==> src/rtl/uart_tx_fifo.sv <==
// uart_tx_fifo: memory-mapped UART transmitter with a small byte FIFO.
//   Byte stores (wr_en/wr_data) are queued in the FIFO; an FSM drains it
//   onto tx as 8N1 frames, LSB first, back to back while bytes are waiting.
// Ports:
//   clk        system clock, rising edge
//   reset      synchronous active-high reset, clears all state
//   wr_en      enqueue strobe, one byte per asserted cycle
//   wr_data    byte to enqueue
//   clr_ovf    clears the sticky overflow flag
//   tx         serial output, idle high, registered
//   tx_busy    high while a frame is on the line
//   fifo_full  FIFO holds FIFO_DEPTH bytes
//   fifo_empty FIFO holds no bytes
//   fifo_count current occupancy
//   ovf        sticky: a write was dropped because the FIFO was full
module uart_tx_fifo #(
    parameter int CLKS_PER_BIT = 10416,
    parameter int FIFO_DEPTH   = 16,
    parameter int CNT_W        = 5
) (
    input  logic             clk,
    input  logic             reset,
    input  logic             wr_en,
    input  logic [7:0]       wr_data,
    input  logic             clr_ovf,
    output logic             tx,
    output logic             tx_busy,
    output logic             fifo_full,
    output logic             fifo_empty,
    output logic [CNT_W-1:0] fifo_count,
    output logic             ovf
);

    localparam int AW = CNT_W - 1;
    localparam int BW = (CLKS_PER_BIT > 1) ? $clog2(CLKS_PER_BIT) : 1;
    localparam logic [BW-1:0] BAUD_LAST = BW'(CLKS_PER_BIT - 1);

    typedef enum logic [1:0] {S_IDLE, S_START, S_DATA, S_STOP} state_t;

    logic [7:0]       r_mem [FIFO_DEPTH];
    logic [CNT_W-1:0] r_wr_ptr;
    logic [CNT_W-1:0] r_rd_ptr;
    logic [CNT_W-1:0] r_count;
    logic             r_full;
    logic             r_empty;
    logic             r_ovf;

    state_t           r_state;
    state_t           w_state_nx;
    logic [BW-1:0]    r_baud;
    logic [BW-1:0]    w_baud_nx;
    logic [2:0]       r_idx;
    logic [2:0]       w_idx_nx;
    logic [7:0]       r_shift;
    logic [7:0]       w_shift_nx;
    logic             r_tx;
    logic             w_tx_nx;
    logic             r_busy;

    logic             w_push;
    logic             w_pop;
    logic             w_baud_end;
    logic [CNT_W-1:0] w_wr_nx;
    logic [CNT_W-1:0] w_rd_nx;

    // Fullness is judged on the registered flag, so a write while full is
    // dropped even if the FSM pops in the same cycle.
    always_comb begin
        w_push  = wr_en & ~r_full;
        w_wr_nx = r_wr_ptr + CNT_W'(w_push);
        w_rd_nx = r_rd_ptr + CNT_W'(w_pop);
    end

    always_comb begin
        w_state_nx = r_state;
        w_baud_nx  = r_baud;
        w_idx_nx   = r_idx;
        w_shift_nx = r_shift;
        w_tx_nx    = r_tx;
        w_pop      = 1'b0;
        w_baud_end = (r_baud == BAUD_LAST);
        case (r_state)
            S_IDLE: begin
                w_tx_nx = 1'b1;
                if (!r_empty) begin
                    w_pop      = 1'b1;
                    w_shift_nx = r_mem[r_rd_ptr[AW-1:0]];
                    w_baud_nx  = '0;
                    w_idx_nx   = '0;
                    w_tx_nx    = 1'b0;
                    w_state_nx = S_START;
                end
            end
            S_START: begin
                if (w_baud_end) begin
                    w_baud_nx  = '0;
                    w_idx_nx   = '0;
                    w_tx_nx    = r_shift[0];
                    w_state_nx = S_DATA;
                end else begin
                    w_baud_nx = r_baud + BW'(1);
                end
            end
            S_DATA: begin
                if (w_baud_end) begin
                    w_baud_nx = '0;
                    if (r_idx == 3'd7) begin
                        w_tx_nx    = 1'b1;
                        w_state_nx = S_STOP;
                    end else begin
                        w_idx_nx = r_idx + 3'd1;
                        w_tx_nx  = r_shift[r_idx + 3'd1];
                    end
                end else begin
                    w_baud_nx = r_baud + BW'(1);
                end
            end
            S_STOP: begin
                if (w_baud_end) begin
                    w_baud_nx = '0;
                    // Chain straight into the next start bit when data waits.
                    if (!r_empty) begin
                        w_pop      = 1'b1;
                        w_shift_nx = r_mem[r_rd_ptr[AW-1:0]];
                        w_idx_nx   = '0;
                        w_tx_nx    = 1'b0;
                        w_state_nx = S_START;
                    end else begin
                        w_tx_nx    = 1'b1;
                        w_state_nx = S_IDLE;
                    end
                end else begin
                    w_baud_nx = r_baud + BW'(1);
                end
            end
            default: begin
                w_tx_nx    = 1'b1;
                w_state_nx = S_IDLE;
            end
        endcase
    end

    always_ff @(posedge clk) begin
        if (w_push && !reset) begin
            r_mem[r_wr_ptr[AW-1:0]] <= wr_data;
        end
    end

    always_ff @(posedge clk) begin
        if (reset) begin
            r_state  <= S_IDLE;
            r_baud   <= '0;
            r_idx    <= '0;
            r_shift  <= '0;
            r_tx     <= 1'b1;
            r_busy   <= 1'b0;
            r_wr_ptr <= '0;
            r_rd_ptr <= '0;
            r_count  <= '0;
            r_full   <= 1'b0;
            r_empty  <= 1'b1;
            r_ovf    <= 1'b0;
        end else begin
            r_state  <= w_state_nx;
            r_baud   <= w_baud_nx;
            r_idx    <= w_idx_nx;
            r_shift  <= w_shift_nx;
            r_tx     <= w_tx_nx;
            r_busy   <= (w_state_nx != S_IDLE);
            r_wr_ptr <= w_wr_nx;
            r_rd_ptr <= w_rd_nx;
            r_count  <= w_wr_nx - w_rd_nx;
            // Pointers carry an extra MSB: equal means empty, differing
            // only in the MSB means full.
            r_full   <= ((w_wr_nx ^ w_rd_nx) == {1'b1, {AW{1'b0}}});
            r_empty  <= (w_wr_nx == w_rd_nx);
            if (wr_en && r_full) begin
                r_ovf <= 1'b1;
            end else if (clr_ovf) begin
                r_ovf <= 1'b0;
            end
        end
    end

    always_comb begin
        tx         = r_tx;
        tx_busy    = r_busy;
        fifo_full  = r_full;
        fifo_empty = r_empty;
        fifo_count = r_count;
        ovf        = r_ovf;
    end

endmodule

==> config.mk <==
export PLATFORM = sky130hd
export DESIGN_NAME = uart_tx_fifo
export DESIGN_NICKNAME = d
export VERILOG_FILES = /design/src/rtl/uart_tx_fifo.sv
export SDC_FILE = /design/constraint.sdc
export NUM_CORES = 1
export LEC_CHECK = 0
export CORE_ASPECT_RATIO = 1.4
export CORE_MARGIN = 2
export CORE_UTILIZATION = 30
export CTS_BUF_LIST = sky130_fd_sc_hd__clkbuf_16
export DETAILED_ROUTE_END_ITERATION = 12
export GPL_ROUTABILITY_DRIVEN = 0
export SLEW_MARGIN = 25
export SYNTH_ARGS = -nofsm -noshare
export SYNTH_HDL_FRONTEND = slang
export SYNTH_SLANG_ARGS = --single-unit
==> constraint.sdc <==
create_clock -name clk -period 4.7 [get_ports clk]
set_input_delay 0.47 -clock clk [delete_from_list [all_inputs] [get_ports clk]]
set_output_delay 0.47 -clock clk [all_outputs]
set_load 0.005 [all_outputs]
==> results by stage <==
Status:
- The run finished with clean final reports.

Critical path:
- The highest fanout seen on the critical path is 7.
- The signal on the critical path passes through ha_1 -> and3_1 -> and4_1 -> nand2_1 -> a21oi_2 -> and2_1 -> ha_1 -> xnor2_1 -> ha_1 -> a21o_1 -> maj3_1 -> maj3_2 -> xnor2_1 -> nor2_1.
- On the critical path the largest part of the delay comes from adder cells.
- The worst endpoint data arrival time is 3.91 ns.
- Data on the critical path is required at its endpoint by 5.00 ns.
- The peak per-stage delay on the critical path is 0.41 ns.
- The critical path is of the reg2reg type.
- The critical path startpoint category is a flip-flop.
- The most frequent cell on the critical path is ha_1.
- The master of the slowest instance on the critical path is dfxtp_1.
- The critical path contains buffers and inverters numbering 0 combined.
- The worst setup path is captured at a flip-flop.

Final layout:
- The area growth from synthesis to layout is 14.6%.
- 0 antenna diodes ended up in the layout.
- In the final design database the tool counted 526 nets.
- The fraction of final layout cells sized beyond drive strength 1 is 15.6%.

Worst hold path:
- The worst min-delay path category is reg2reg.

Timing:
- Summed over all failing endpoints, the final setup total negative slack is 0 ns.
- The number of pins with negative max-slew slack in the final report is 0.
- Across all hold checks on the routed design, the worst slack comes to 0.470 ns.
- The clock skew is 0.00818 ns.
- The minimum clock period after layout is 3.61 ns.
- The max-slew headroom at the worst pin is 39.2%.
- The achievable frequency is 0.277 GHz.
- Setup repair after global routing left no endpoint under its margin.
- Dividing the final minimum period by the clock period gives 76.8%.
- Setup violations remaining at the end of the flow were counted as 0.
- At the pin with the least slew margin, the transition time is 0.909 ns.
- The number of hold violations in the final report is 0.

Synthesis:
- The mapped cell area is 0.00747 sq mm.
- After technology mapping, the gate count stands at 478.
- After synthesis, the most frequently instantiated cells are edfxtp_1 (128), nor2_1 (55), dfxtp_1 (47).
- The most used flip-flop cell after synthesis is edfxtp_1.
- The biggest area contributor in the post-synthesis netlist is edfxtp_1.
- The synthesized design contains 175 register bits.
- In this run, distinct cell masters in the synthesized netlist total 60.
- The share of flip-flops with an asynchronous set or reset is 0%.
- Averaged over all synthesized cells, the footprint is 15.6 sq um.
- The number of enable flip-flop cells after synthesis is 128.
- The Yosys step of the flow raised 0 warnings.
- In this run the biggest area consumer among cell types represents 51.5% of the synthesized area.
- The portion of the post-synthesis area used by sequential elements is 64.1%.
- The most common cell in the synthesized netlist is edfxtp_1.
- The net count of the mapped netlist is 503.
- In the post-synthesis netlist, the biggest area contributors are edfxtp_1 (51%), dfxtp_1 (13%), mux4_1 (7.4%), mux4_2 (6.3%), nor2_1 (2.8%).

Die:
- The die covers 0.0262 sq mm.
- The core area is 0.0246 sq mm.
- In this run the count of I/O pins placed on the die edge is 22.
- From bottom edge to top edge, the die measures 191 um.
- After floorplanning, the core was divided into 68 placement rows.
- The initial utilization of the core area, before any placement, comes to 30.4%.
- The floorplan step set the die width to 137 um.

Clock tree:
- Clock tree synthesis inserted a total of 17 buffers.
- The maximum count of clock buffers along a single path is 2.
- The post-CTS setup repair buffer count is 0.
- TritonCTS built the clock tree.
- CTS built an H-tree with a depth of 4.
- The worst-skew pair later-pin latency is 0.43 ns.
- In this run, post-CTS hold repair placed 0 buffers.
- The number of instances resized during post-cts repair is 0.
- After clock tree synthesis, the clock-pin slew on the worst setup and hold paths is 0.07 ns.
- The tree is rooted in a clkbuf_16.
- The clock net in this run drives a total of 175 sinks.

Routing:
- The via density per instance is 4.88.
- The first detailed-routing pass ran for 4 iterations.
- The total wirelength of the detailed-routed design is 14,200 um.
- The remaining routing DRC violations is 0.
- The per-cell routed wire length is 17.2 um.
- Across all layers, the routed design uses 4,044 vias.
- The number of design-rule violations left by the first detailed-router iteration is 289.
- Once detail routing completed, the nets flagged for antenna violations numbered 0.

Global route:
- The total global routing overflow is 0.
- Entering global routing, the biggest net connects 47 pins.
- Global routing consumed, over all layers together, 11.6% of the routing resources.
- The via count of the first global-routing pass was 4,200.
- The first global-routing pass estimated 22,800 um of wire.
- The initial antenna violation count is 0.

Placement:
- The final HPWL from detailed placement is 9860 um.
- The count of buffers from port buffering is 21.

Flow run:
- The total of max-cap violations is 0.

Power and ir drop:
- Across the VDD grid, the largest voltage drop is 219 uV.
- For this design the static power due to leakage is 2.79 nW.
- The power density over cell area is 511 mW/mm^2.
-- per-stage QoR --
stage / util, % / cell area, sq um / std cells / setup slack [ns] / total power, mW
2_1_floorplan: - / 7470 / 478 / 1.46 / 2.76
3_3_place_gp: 32.4 / 7980 / 797 / 1.24 / 3.01
3_5_place_dp: 32.4 / 7980 / 797 / 1.12 / 3.05
4_1_cts: 34.8 / 8560 / 829 / 1.09 / 4.42
5_1_grt: 34.8 / 8560 / 829 / 0.886 / 4.59
6_report: 34.8 / 8560 / 829 / 1.09 / 4.37
-- power breakdown --
group	leakage (nW)	total (mW)	switching [mW]	internal, mW
combinational	0.975	1.15	0.576	0.577
sequential	1.54	1.85	0.100	1.75
clock	0.278	1.37	0.621	0.746
total	2.79	4.37	1.30	3.07
-- placed cells by master, fill, tap and decap left out, drive strengths merged, types with 13 or more instances in the layout --
cell and instances:
edfxtp 128, nor2 56, dfxtp 47, mux4 42, clkdlybuf4s50 21, nand2 19, clkbuf 17, a21oi 16
inv 16, nand3 15, o21ai 13, ha 13
-- tightest hold or removal path, cell delays in order, from the launching register on --
cell and delay [ns]:
dfxtp_1 0.31, nand2b_1 0.06, a21oi_1 0.05
-- metal layers --
| layer | global-route usage [%] | share of wire [%] |
|---|---|---|
| met1 | 13.2 | 42 |
| met2 | 21.0 | 54 |
| met3 | 3.08 | 3.2 |
| met4 | 3.45 | 1.1 |
| met5 | 0 | 0 |
-- path summary, 6_finish.rpt --
path	slack, ns	depth (start not counted)	endpoint	startpoint
max	1.09	14	fifo_count[4]	r_baud[0]
min reg2reg	0.47	2	ovf	ovf
min	0.47	2	ovf	ovf
max reg2reg	1.09	14	fifo_count[4]	r_baud[0]
-- logic make-up after synthesis --
family	after synthesis	share of synthesized area, %
adder cells (fa/ha/maj)	17	2.73
AND/OR/NAND/NOR	133	9.10
buffers and inverters	36	2.61
AO/OA/AOI/OAI	53	4.93
multiplexers	51	14.9
XOR/XNOR	13	1.63
flip-flops	175	64.1
-- flip-flops by register name, indices dropped and copies added (netlist names) --
name	cells
ovf	1
r_mem	128
r_shift	8
tx_busy	1
r_idx	3
fifo_count	5
r_wr_ptr	5
fifo_empty	1
r_rd_ptr	5
tx	1
r_baud	14
fifo_full	1
r_state	2
-- final cells by class --
| cell class | instances | area [sq um] |
|---|---|---|
| clock buffer | 17 | 425 |
| clock inverter | 15 | 159 |
| fill | 2286 | 16000 |
| inverter | 12 | 45.0 |
| multi-input combinational | 267 | 2490 |
| sequential | 175 | 4790 |
| tap | 315 | 394 |
| timing repair buffer | 28 | 263 |
Power figures use the tool's default switching activity.
